[src/rtl/sprite_blitter_pkg.sv]
// Shared definitions for the sprite blitter: screen geometry, FSM encoding
// and the fixed per-byte cycle cost.
package sprite_blitter_pkg;

  localparam int LORES_W     = 64;
  localparam int LORES_H     = 32;
  localparam int HIRES_W     = 128;
  localparam int HIRES_H     = 64;
  localparam int BYTE_CYCLES = 18;

  typedef enum logic [2:0] {
    ST_IDLE,
    ST_FETCH,
    ST_LATCH,
    ST_PRD,
    ST_PWR,
    ST_DONE
  } state_t;

endpackage

[src/rtl/sprite_blitter_blit_coord.sv]
// Maps a sprite-relative (row, col) onto a screen pixel and flags pixels that
// fall off the right or bottom edge; the sprite body never wraps.
module sprite_blitter_blit_coord
  import sprite_blitter_pkg::*;
(
  input  logic [6:0] ox,
  input  logic [5:0] oy,
  input  logic [3:0] row,
  input  logic [3:0] col,
  input  logic       hires,
  output logic [6:0] hpos,
  output logic [5:0] vpos,
  output logic       clip
);

  logic [7:0] h_sum;
  logic [6:0] v_sum;

  assign h_sum = {1'b0, ox} + {4'b0000, col};
  assign v_sum = {1'b0, oy} + {3'b000, row};
  assign hpos  = h_sum[6:0];
  assign vpos  = v_sum[5:0];

  always_comb begin
    clip = 1'b0;
    if (hires) clip = (h_sum >= 8'(HIRES_W)) || (v_sum >= 7'(HIRES_H));
    else       clip = (h_sum >= 8'(LORES_W)) || (v_sum >= 7'(LORES_H));
  end

endmodule

[src/rtl/sprite_blitter.sv]
// DXYN draw engine: fetches sprite bytes, XORs them into vram pixel by pixel
// and reports whether any lit pixel was turned off.
module sprite_blitter
  import sprite_blitter_pkg::*;
#(
  parameter int ADDR_W = 16
) (
  input  logic              clk,
  input  logic              reset,
  input  logic              start,
  input  logic [6:0]        x,
  input  logic [5:0]        y,
  input  logic [3:0]        n,
  input  logic [ADDR_W-1:0] i_addr,
  input  logic              hires,
  input  logic [1:0]        plane_mask,
  output logic              busy,
  output logic              done,
  output logic              collision,
  output logic [ADDR_W-1:0] ram_addr,
  input  logic [7:0]        ram_dout,
  output logic [6:0]        vram_hpos,
  output logic [5:0]        vram_vpos,
  input  logic [1:0]        vram_pixelo,
  output logic [1:0]        vram_pixeli,
  output logic              vram_we,
  output state_t            dbg_state
);

  // Handshake: start is a single-cycle request honoured only while busy=0;
  // done pulses for one cycle on the same edge that busy falls.

  state_t     state;
  logic [6:0] ox;
  logic [5:0] oy;
  logic       hires_q;
  logic       wide_q;
  logic [3:0] rows_m1;
  logic [1:0] mask_q;
  logic       plane;
  logic [3:0] row;
  logic       byte_col;
  logic [2:0] bit_idx;
  logic [7:0] sh;
  logic       clip;

  assign dbg_state = state;

  sprite_blitter_blit_coord u_coord (
    .ox    (ox),
    .oy    (oy),
    .row   (row),
    .col   ({byte_col, bit_idx}),
    .hires (hires_q),
    .hpos  (vram_hpos),
    .vpos  (vram_vpos),
    .clip  (clip)
  );

  // The write is combinational in PWR because vram_pixelo only becomes valid
  // there; coordinates stay stable across PRD/PWR so the write hits the read.
  assign vram_we     = (state == ST_PWR) && sh[7] && !clip;
  assign vram_pixeli = (state == ST_PWR) ? (vram_pixelo ^ (plane ? 2'b10 : 2'b01)) : 2'b00;

  always_ff @(posedge clk) begin
    if (!reset) begin
      state     <= ST_IDLE;
      busy      <= 1'b0;
      done      <= 1'b0;
      collision <= 1'b0;
      ram_addr  <= '0;
      ox        <= '0;
      oy        <= '0;
      hires_q   <= 1'b0;
      wide_q    <= 1'b0;
      rows_m1   <= '0;
      mask_q    <= 2'b01;
      plane     <= 1'b0;
      row       <= '0;
      byte_col  <= 1'b0;
      bit_idx   <= '0;
      sh        <= '0;
    end else begin
      done <= 1'b0;
      case (state)
        ST_IDLE: begin
          if (start) begin
            ox        <= hires ? x : {1'b0, x[5:0]};
            oy        <= hires ? y : {1'b0, y[4:0]};
            hires_q   <= hires;
            wide_q    <= hires && (n == 4'd0);
            rows_m1   <= n - 4'd1;
            mask_q    <= (plane_mask == 2'b00) ? 2'b01 : plane_mask;
            plane     <= (plane_mask == 2'b10);
            row       <= '0;
            byte_col  <= 1'b0;
            bit_idx   <= '0;
            ram_addr  <= i_addr;
            collision <= 1'b0;
            busy      <= 1'b1;
            state     <= (!hires && (n == 4'd0)) ? ST_DONE : ST_FETCH;
          end
        end
        ST_FETCH: state <= ST_LATCH;
        ST_LATCH: begin
          sh    <= ram_dout;
          state <= ST_PRD;
        end
        ST_PRD: state <= ST_PWR;
        ST_PWR: begin
          if (vram_we && vram_pixelo[plane]) collision <= 1'b1;
          if (bit_idx != 3'd7) begin
            bit_idx <= bit_idx + 3'd1;
            sh      <= {sh[6:0], 1'b0};
            state   <= ST_PRD;
          end else begin
            bit_idx  <= '0;
            ram_addr <= ram_addr + {{(ADDR_W-1){1'b0}}, 1'b1};
            state    <= ST_FETCH;
            if (wide_q && !byte_col) begin
              byte_col <= 1'b1;
            end else begin
              byte_col <= 1'b0;
              if (row != rows_m1) begin
                row <= row + 4'd1;
              end else begin
                row <= '0;
                if (!plane && (mask_q == 2'b11)) plane <= 1'b1;
                else                            state <= ST_DONE;
              end
            end
          end
        end
        ST_DONE: begin
          done  <= 1'b1;
          busy  <= 1'b0;
          state <= ST_IDLE;
        end
        default: state <= ST_IDLE;
      endcase
    end
  end

endmodule

[config.mk]
export PLATFORM = sky130hd
export DESIGN_NAME = sprite_blitter
export DESIGN_NICKNAME = d
export VERILOG_FILES = /design/src/rtl/sprite_blitter_pkg.sv /design/src/rtl/sprite_blitter_blit_coord.sv /design/src/rtl/sprite_blitter.sv
export SDC_FILE = /design/constraint.sdc
export NUM_CORES = 1
export LEC_CHECK = 0
export CAP_MARGIN = 15
export CORE_MARGIN = 2
export CORE_UTILIZATION = 49
export CTS_CLUSTER_SIZE = 10
export DETAILED_ROUTE_END_ITERATION = 6
export PLACE_DENSITY = 0.8
export SYNTH_ARGS = -nofsm -noshare
export SYNTH_HDL_FRONTEND = slang
export SYNTH_SLANG_ARGS = --single-unit
[constraint.sdc]
create_clock -name clk -period 2.6 [get_ports clk]
set_input_delay 0.26 -clock clk [delete_from_list [all_inputs] [get_ports clk]]
set_output_delay 0.26 -clock clk [all_outputs]
set_load 0.02 [all_outputs]
==> summary.md, run 1 <==
| Metric | Value |
|---|---|
| Status | completed |
| GRT Total Usage | 23.9% |
| First-pass GRT wire length | 14.3 mm |
| Library cells used by synthesis | 57 |
| Die H | 86.6 um |
| CTS Root Cell | clkbuf_8 |
| Combinational share of power | 21.1% |
| Dpl ws | 0.0145 ns |
| Layout area overhead | 34.4% |
| Crit path time final | 2.46 ns |
| Top Ports | 87 |
| Int Pwr | 1810 uW |
| Final layout net count | 566 |
| Sw Ratio | 28.2% |
| Setup bufs post-CTS | 0 |
| Diode count | 0 |
| Clk pwr share | 36.6% |
| Clk_skew | 0.0141 ns |
| Post-Syn Area per Cell | 8.04 um2 |
| Num CTS Buffers | 9 |
| Worst-path clk slew | 0.06 ns |
| Maximum vdd drop | 0.000302 V |
| PD cells | 561 nW/um2 |
| CP required | 2.34 ns |
| Final setup fails | 0 |
| Hold violation total from the final report | 0 |
| Die Area | 7500 um2 |
| Worst Tran Pin Value | 0.612 ns |
| Antenna viol nets, final | 0 |
| Final WS setup | 0.141 ns |
| Relative slew slack | 59.0% |
| Share of the yosys chip area belonging to registers | 35.9% |
| #FFs+latches synth | 60 |
| Gr ovfl total | 0 |
| RSZ-0062 raised after global routing | yes |
| DRC | 0 |
| P_leak | 0.00180 uW |
| Sw power | 711 uW |
| Power consumption | 2520 uW |
| Drt first pass iters | 4 |
| Core area | 6680 um2 |
| Initial drt markers | 189 |
| Tcrit/Tclk final | 94.6% |
| Top cells by area, synth | dfxtp_1 36%, a21oi_1 7.0%, nand2_1 6.8% |
| Post-synthesis cell count | 416 |
| Max Slew Vio Count | 0 |
| HP Class | reg2reg |
| Initial Util | 50.1% |
| Peak Freq | 407 MHz |
| Crit Path Class | reg2out |
| Power share of the sequential group | 42.2% |
| Simple-Gate Fraction of Synth Area | 24.0% |
| Placer Congestion | 0.870 |
| Num Clock Sinks | 60 |
| Largest net degree at the start of global routing | 33 |
| Mapped Area | 3340 um2 |
| Clock Path Buffers | 2 |
| Detail Placement HPWL | 6.39 mm |
| XOR/XNOR Fraction of Synth Area | 4.45% |
| Max-cap violations | 0 |
| Post-synthesis adder-cell area fraction | 6.43% |
| Skew-Pair Late Insertion Delay | 0.33 ns |
| H-tree Lvls | 3 |
| Via density | 5.66 |
| Leading cell type in the layout, fill and taps excluded | clkdlybuf4s50_1 |
| Vias in the first global route | 3147 |
| Vias | 3317 |
| Initial antenna violation count | 0 |
| Worst R2R Path Depth | 8 |
| Die W | 86.6 um |
| Fraction of registers with async set/reset | 0% |
| Share of cells above drive strength 1 | 8.50% |
| Most frequent cells in the layout | 80 x clkdlybuf4s50_1, 61 x nand2_1, 59 x dfxtp_1 |
| Mux cell area share after synthesis | 0.973% |
| Compound-cell area share of the yosys netlist | 22.4% |
| Startpoint types | flop |
| FP Rows | 30 |
| Worst setup EP type | output pin |
| Leading area contributor after synthesis | dfxtp_1 |
| Primary FF master, synth | dfxtp_1 |
| Hold path depth | 1 |
| Final wirelength | 8.91 mm |
| Synth top area share | 35.9% |
| Post-synth EDFFs | 0 |
| Net count after synthesis | 481 |
| WL per Instance | 15.2 um |
| CTS tree | built |
| Largest family of logic cells by synthesized area | simple AND/OR/NAND/NOR gates |
| Synth Warn # | 0 |
| Critical Path AT | 2.20 ns |
| PortBufs | 86 |
| Critical Path Fanout Max | 3 |
[layer usage]
layer / up-vias / track usage, % / share of wire (%)
met1: 1545 / 30.3 / 44
met2: 116 / 40.7 / 49
met3: 6 / 6.00 / 6.7
met5: - / 0 / 0
met4: 0 / 5.68 / 0.34
li1: 1650 / - / -
[power by group through the flow]
| stage | Sequential, uW | Combinational, uW | Clock (uW) |
|---|---|---|---|
| 3_3_place_gp | 1080 | 522 | 0 |
| 6_report | 1060 | 533 | 923 |
| 3_5_place_dp | 1080 | 533 | 0 |
| 4_1_cts | 1060 | 535 | 940 |
| 5_1_grt | 1080 | 582 | 982 |
| 2_1_floorplan | 1100 | 282 | 0 |
[registers in the layout, summed over array words and instances (netlist names)]
name	flops
ram_addr	16
ox	7
plane	1
sh	8
byte_col	1
dbg_state	3
done	1
rows_m1	4
bit_idx	3
row	4
hires_q	1
oy	6
wide_q	1
busy	1
collision	1
mask_q	2
[path summary, 6_finish.rpt]
check / startpoint / end / slack (ns)
max: bit_idx[0] / vram_we / 0.14
min: mask_q[0] / mask_q[0] / 0.46
max reg2reg: bit_idx[0] / ram_addr[0] / 0.42
min reg2reg: mask_q[0] / mask_q[0] / 0.46
[metrics by stage]
| step | util [%] | std cells | hold slack, ns | TNS [ns] | cell area (um2) |
|---|---|---|---|---|---|
| 4_1_cts | 67.2 | 586 | 0.456 | 0 | 4490 |
| 5_1_grt | 67.3 | 586 | 0.482 | -0.0122 | 4490 |
| 2_1_floorplan | - | 416 | 0.356 | 0 | 3340 |
| 3_3_place_gp | 63.9 | 570 | 0.437 | 0 | 4270 |
| 6_report | 67.3 | 586 | 0.456 | 0 | 4490 |
| 3_5_place_dp | 63.9 | 570 | 0.441 | 0 | 4270 |
[layout make-up]
| cell class | count | area, um2 |
|---|---|---|
| clock buffer | 11 | 141 |
| timing repair buffer | 100 | 968 |
| clock inverter | 5 | 75.1 |
| fill | 567 | 2190 |
| sequential | 60 | 1200 |
| multi-input combinational | 317 | 1960 |
| inverter | 13 | 48.8 |
| tap | 80 | 100 |
[repair_timing]
action | 4_1_cts | 5_1_grt
hold buffers | 0 | 0
setup endpoints to repair | 3 | 6
gates resized for setup | 6 | 6
hold endpoints to repair | 0 | 0
[synthesized netlist by cell type (3+ instances only)]
| cell | instances |
|---|---|
| nor2_1 | 39 |
| nand4_1 | 4 |
| nand3_1 | 19 |
| o21ai_0 | 20 |
| xnor2_1 | 9 |
| ha_1 | 14 |
| buf_6 | 4 |
| nor2b_1 | 3 |
| a211oi_1 | 10 |
| buf_2 | 5 |
| buf_4 | 3 |
| nor3b_1 | 4 |
| a21oi_1 | 47 |
| nand2_1 | 61 |
| a31oi_1 | 4 |
| or3_1 | 3 |
| nor3_1 | 9 |
| and3_1 | 3 |
| clkbuf_1 | 14 |
| inv_1 | 13 |
| nand2b_1 | 5 |
| dfxtp_1 | 60 |
| a311oi_1 | 5 |
| o22ai_1 | 5 |
| o211ai_1 | 4 |
| nor4_1 | 3 |
| xor2_1 | 8 |
[kinds of logic after synthesis]
group	Yosys count
DFF	60
muxes	3
and+or+nand+nor	165
xor gates and xnor gates	17
adders and majority gates	16
buffers and inverters	39
AOI/OAI and AO/OA	116
[critical path, stage by stage, from the launching register on]
cell	delay (ns)
dfxtp_1	0.34
ha_1	0.19
inv_1	0.06
fa_1	0.37
nand2b_1	0.19
a21oi_2	0.16
xor2_1	0.09
o21ba_2	0.21
nor2_1	0.12
buf_4	0.15
No activity file was read; power rests on OpenSTA's default activity.
==> run 2, diff against run 1 <==
--- a/config.mk
+++ b/config.mk
@@ -10,7 +10,7 @@
 export CORE_UTILIZATION = 49
 export CTS_CLUSTER_SIZE = 10
 export DETAILED_ROUTE_END_ITERATION = 6
-export PLACE_DENSITY = 0.8
+export PLACE_DENSITY = 0.81
 export SYNTH_ARGS = -nofsm -noshare
 export SYNTH_HDL_FRONTEND = slang
 export SYNTH_SLANG_ARGS = --single-unit
==> run 2 against run 1 <==
Compared with the run above:
- worst hold slack improved by 0.0069 ns
- wire length rose by 2.3%
- critical endpoint is now vram_pixeli[1]
- critical path depth is 6 lower
- design area rose by 0.89%
- clock-buffer cell count rose by 1
- sequential cell count did not move
- worst setup slack got worse by 0.0089 ns
- first-iteration DRC count up 23%
- sequential share of layout area down 0.24 points
==> summary.md, run 2 (synthesized netlist as in run 1, its figures left out) <==
| Metric | Value |
|---|---|
| Status | completed |
| Die Area | 7500 um2 (unchanged) |
| Drt first pass iters | 4 (unchanged) |
| Most frequent cells in the layout | 80 x clkdlybuf4s50_1, 61 x nand2_1, 59 x dfxtp_1 |
| Placed Cells incl. Taps | 571 (+0.18%) |
| Fillers | 562 (-0.88%) |
| Initial drt markers | 233 (+23%) |
| Worst setup path start | dbg_state[2] |
| CP bufs+invs | 1 (-1) |
| Setup TNS | 0 ns (unchanged) |
| Hold violation total from the final report | 0 (unchanged) |
| Critical Path AT | 2.21 ns (about the same) |
| Antenna viol nets, final | 0 (unchanged) |
| Crit-path cells | or3b_4 -> nor2_1 -> clkdlybuf4s50_1 |
| RSZ-0062 raised after global routing | no |
| Max Slew Vio Count | 0 (unchanged) |
| Gr ovfl total | 0 (unchanged) |
| Largest registers | ram_addr x16, sh x8, ox x7 |
| Crit path time final | 2.47 ns (+0.00893 ns) |
| FP Rows | 30 (unchanged) |
| Largest net degree at the start of global routing | 29 (-12%) |
| R2R Setup Slk | 0.34 ns (-0.08 ns) |
| Most flop-heavy register | ram_addr |
| Slowest cell on the critical path | clkdlybuf4s50_1 |
| Crit path to | vram_pixeli[1] |
| Final layout net count | 567 (+0.18%) |
| P_leak | 0.00180 uW (+0.21%) |
| Layout area overhead | 35.6% |
| H-tree Lvls | 3 (unchanged) |
| Crit path max-delay family | simple AND/OR/NAND/NOR gates |
| Max reg flops | 16 (unchanged) |
| Vias in the first global route | 3174 (+0.86%) |
| Reg area | 1200 um2 (unchanged) |
| CP required | 2.34 ns (about the same) |
| Crit Path Class | reg2out |
| Skew-Pair Late Insertion Delay | 0.34 ns (about the same) |
| Startpoint types | flop |
| Via density | 5.78 (+2.1%) |
| Share of cells above drive strength 1 | 8.88% (+0.38 points) |
| Clock Path Buffers | 2 (unchanged) |
| Cts hold-fix bufs | 0 (unchanged) |
| Worst reg2reg startpoint | bit_idx[0] |
| Worst hold path startpoint | mask_q[1] |
| Worst setup EP type | output pin |
| Dpl ws | 0.0186 ns (+0.00409 ns) |
| Final WS setup | 0.133 ns (-0.00893 ns) |
| Worst path depth | 3 (-6) |
| PortBufs | 86 (unchanged) |
| Worst R2R Path Depth | 9 (+1) |
| Final setup fails | 0 (unchanged) |
| CTS tree | built |
| Placer Congestion | 0.867 (-0.28%) |
| DRC | 0 (unchanged) |
| Area occupied by multi-input gates | 1960 um2 (+0.13%) |
| Non-filler instance count after layout | 587 (+0.17%) |
| First-pass GRT wire length | 14.7 mm (+2.7%) |
| Initial antenna violation count | 0 (unchanged) |
| Initial Util | 50.1% (unchanged) |
| Critical Path Fanout Max | 17 (+14) |
| Clk_skew | 0.00923 ns (-0.00484 ns) |
| Num CTS Buffers | 9 (unchanged) |
| Max-cap violations | 0 (unchanged) |
| Post-layout util | 67.9% (+0.60 points) |
| GRT Total Usage | 24.6% (+0.72 points) |
| Top Ports | 87 (unchanged) |
| Leading cell type in the layout, fill and taps excluded | clkdlybuf4s50_1 |
| WL per Instance | 15.5 um (+2.1%) |
| Worst Tran Pin Value | 0.690 ns (+0.0784 ns) |
| CTS Root Cell | clkbuf_8 |
| CP max stage delay | 0.60 ns (+0.23 ns) |
| Vias | 3393 (+2.3%) |
| Num Clock Sinks | 60 (unchanged) |
| Detail Placement HPWL | 6.41 mm (+0.32%) |
| Peak Freq | 405 MHz (-0.36%) |
| Tcrit/Tclk final | 94.9% (+0.34 points) |
| PD cells | 587 nW/um2 (+4.7%) |
| HP Class | reg2reg |
| Core area | 6680 um2 (unchanged) |
| FF-to-FF End | ram_addr[14] |
| Die H | 86.6 um (unchanged) |
| Diode count | 0 (unchanged) |
| Die W | 86.6 um (unchanged) |
| Maximum vdd drop | 0.000340 V (+13%) |
| WHS | 0.463 ns (+0.00693 ns) |
| Worst-path clk slew | 0.07 ns (about the same) |
| Relative slew slack | 54.0% (-5.0 points) |
| Final wirelength | 9.11 mm (+2.3%) |
-- run 2: where the power goes --
part	total (uW)	switching (uW)	internal [uW]	leakage, uW
Clock	1060	372	688	0.000127
Combinational	532	275	257	0.00119
Sequential	1070	78.2	992	0.000492
Total	2660	726	1940	0.00180
-- run 2: repair_timing --
| action | CTS | global route |
|---|---|---|
| resized for setup | 8 | 5 |
| pin swaps | 0 | 0 |
| endpoints found under the setup margin | 4 | 4 |
| buffers inserted | 0 | 0 |
-- run 2: final cells by class --
class | instances | area share (%)
clock buffer | 12 | 3.42
clock inverter | 4 | 2.10
inverter | 13 | 1.08
multi-input combinational | 317 | 43.2
sequential | 60 | 26.5
tap | 80 | 2.21
timing repair buffer | 101 | 21.4
-- run 2: tightest hold or removal path: stages (launching register included) --
cell and delay [ns]:
dfxtp_1 0.31, nand2_1 0.05, a21oi_1 0.05
-- run 2: per-layer routing --
layer | part of all wire (%) | track usage [%] | vias up | wire [um]
met5 | 0 | 0 | - | 0
met4 | 1.4 | 7.95 | 0 | 124
met3 | 7.6 | 5.90 | 15 | 696
met2 | 48 | 41.9 | 127 | 4370
met1 | 43 | 30.5 | 1596 | 3930
li1 | - | - | 1655 | -
-- run 2: through the flow --
stage | cell area (um2) | power [uW]
floorplan | 3340 | 1380
global placement | 4280 | 1600
detailed placement | 4280 | 1620
CTS | 4520 | 2670
global route | 4530 | 2770
finish | 4530 | 2660
-- run 2: worst min path at each step --
stage | endpoint | slack (ns) | cells past startpoint
final | mask_q[1] | 0.46 | 2
after global routing | oy[2] | 0.47 | 3
after CTS | oy[2] | 0.46 | 3
after detailed placement | hires_q | 0.45 | 2
after global placement | mask_q[0] | 0.44 | 1
after floorplan | rows_m1[0] | 0.36 | 1
==> run 3, diff against run 2 <==
--- a/config.mk
+++ b/config.mk
@@ -11,6 +11,8 @@
 export CTS_CLUSTER_SIZE = 10
 export DETAILED_ROUTE_END_ITERATION = 6
 export PLACE_DENSITY = 0.81
+export RECOVER_POWER = 25
+export SLEW_MARGIN = 20
 export SYNTH_ARGS = -nofsm -noshare
 export SYNTH_HDL_FRONTEND = slang
 export SYNTH_SLANG_ARGS = --single-unit
==> run 3 against run 2 <==
Compared with the run above:
- non-clock buffer count unchanged
- sequential share of layout area up 0.11 points
- worst hold slack about the same
- register-to-register slack worse by 0.09 ns
- sequential cell count unchanged
- global-route usage stayed put
- power fell by 0.41%
- critical path type unchanged
==> summary.md, run 3 (synthesized netlist as in run 1, its figures left out) <==
| Metric | Value |
|---|---|
| Final wirelength | 9.11 mm (about the same) |
| Antenna viol nets, final | 0 (unchanged) |
| Max-cap violations | 0 (unchanged) |
| Tcrit/Tclk final | 94.7% (-0.22 points) |
| Num CTS Buffers | 9 (unchanged) |
| Worst setup path start | ox[0] |
| P_leak | 0.00183 uW (+1.5%) |
| Worst hold path startpoint | mask_q[1] |
| Met3 Use GR | 5.90% (unchanged) |
| Maximum vdd drop | 0.000340 V (-0.13%) |
| Drt first pass iters | 5 (+1) |
| Most frequent cells in the layout | 63 x clkdlybuf4s50_1, 61 x nand2_1, 59 x dfxtp_1 |
| Largest registers | ram_addr x16, sh x8, ox x7 |
| HP Class | reg2reg |
| GRT Total Usage | 24.6% (unchanged) |
| Share of cells above drive strength 1 | 8.48% (-0.39 points) |
| Clock Path Buffers | 2 (unchanged) |
| Peak Freq | 406 MHz (+0.23%) |
| H-tree Lvls | 3 (unchanged) |
| Placer Congestion | 0.867 (unchanged) |
| Worst Tran Pin Value | 1.02 ns (+0.330 ns) |
| Final layout net count | 567 (unchanged) |
| Die Area | 7500 um2 (unchanged) |
| WL per Instance | 15.5 um (about the same) |
| Critical Path Fanout Max | 3 (-14) |
| Num Clock Sinks | 60 (unchanged) |
| Crit Path Class | reg2out |
| First-pass GRT wire length | 14.7 mm (unchanged) |
| Startpoint types | flop |
| PortBufs | 86 (unchanged) |
| Vias in the first global route | 3174 (unchanged) |
| Crit path time final | 2.46 ns (-0.00567 ns) |
| Most flop-heavy register | ram_addr |
| Gr ovfl total | 0 (unchanged) |
| Initial Util | 50.1% (unchanged) |
| PD cells | 587 nW/um2 (about the same) |
| Met1 layer usage reported by global route | 30.5% (unchanged) |
| Diode count | 0 (unchanged) |
| Worst reg2reg startpoint | dbg_state[2] |
| Die H | 86.6 um (unchanged) |
| RSZ-0062 raised after global routing | no |
| Setup bufs post-CTS | 0 (unchanged) |
| Worst-path clk slew | 0.07 ns (about the same) |
| Setup TNS | 0 ns (unchanged) |
| Initial antenna violation count | 0 (unchanged) |
| Layout area overhead | 35.0% |
| Status | completed |
| Max reg flops | 16 (unchanged) |
| Grt peak-use layer | met2 |
| Worst setup EP type | output pin |
| Largest net degree at the start of global routing | 29 (unchanged) |
| CP required | 2.34 ns (about the same) |
| Vias | 3405 (+0.35%) |
| CTS tree | built |
| CTS Root Cell | clkbuf_8 |
| Relative slew slack | 32.0% (-22 points) |
| Core area | 6680 um2 (unchanged) |
| FP Rows | 30 (unchanged) |
| WHS | 0.463 ns (+0.000124 ns) |
| Clk_skew | 0.0112 ns (+0.00202 ns) |
| Hold violation total from the final report | 0 (unchanged) |
| M2 GR Usage | 41.9% (unchanged) |
| Final setup fails | 0 (unchanged) |
| Max Slew Vio Count | 0 (unchanged) |
| Detail Placement HPWL | 6.41 mm (unchanged) |
| Leading cell type in the layout, fill and taps excluded | clkdlybuf4s50_1 |
| Top Ports | 87 (unchanged) |
| DRC | 0 (unchanged) |
| R2R Setup Slk | 0.25 ns (-0.09 ns) |
| Via density | 5.80 (+0.35%) |
| Critical Path AT | 2.20 ns (about the same) |
| Skew-Pair Late Insertion Delay | 0.34 ns (about the same) |
| Initial drt markers | 240 (+3.0%) |
| Die W | 86.6 um (unchanged) |
## run 3: worst paths after layout
path                   to  cells after the start
min             mask_q[1]                      2
min reg2reg     mask_q[1]                      2
max          vram_hpos[6]                      7
max reg2reg        wide_q                      5
## run 3: cell type report
class	count	area (um2)
inverter	13	48.8
fill	564	2170
clock buffer	12	155
clock inverter	4	95.1
sequential	60	1200
tap	80	100
multi-input combinational	317	1950
timing repair buffer	101	962
## run 3: critical path: stages, from the launching register on
cell	delay (ns)
dfxtp_1	0.35
ha_2	0.20
inv_1	0.05
fa_1	0.38
nand2b_1	0.19
a21oi_2	0.14
xor2_1	0.19
dlygate4sd2_1	0.36
## run 3: per-layer routing
layer,share of wire (%),vias up
met5,0,-
met4,1.3,0
met3,6.9,15
met2,48,141
met1,44,1595
li1,-,1654
## run 3: report_power, final
part           internal (uW)  switching (uW)  total, uW
logic                    245             275        519
clock network            688             376       1060
registers                992            75.8       1070
## run 3: metrics by stage
| stage | total power [uW] | std cells | util [%] | worst slack [ns] | instance area [um2] |
|---|---|---|---|---|---|
| final | 2650 | 587 | 67.6 | 0.138 | 4520 |
| after global routing | 2760 | 587 | 67.6 | 0.0152 | 4520 |
| after CTS | 2670 | 587 | 67.7 | 0.0275 | 4520 |
| after detailed placement | 1620 | 571 | 64.0 | 0.0186 | 4280 |
| after global placement | 1600 | 571 | 64.0 | 0.0460 | 4280 |
| after floorplan | 1380 | 416 | - | 0.343 | 3340 |
## run 3: timing repair
action                     CTS  global route
setup endpoints to repair    4             4
resized for setup            8             5
hold buffers                 0             0
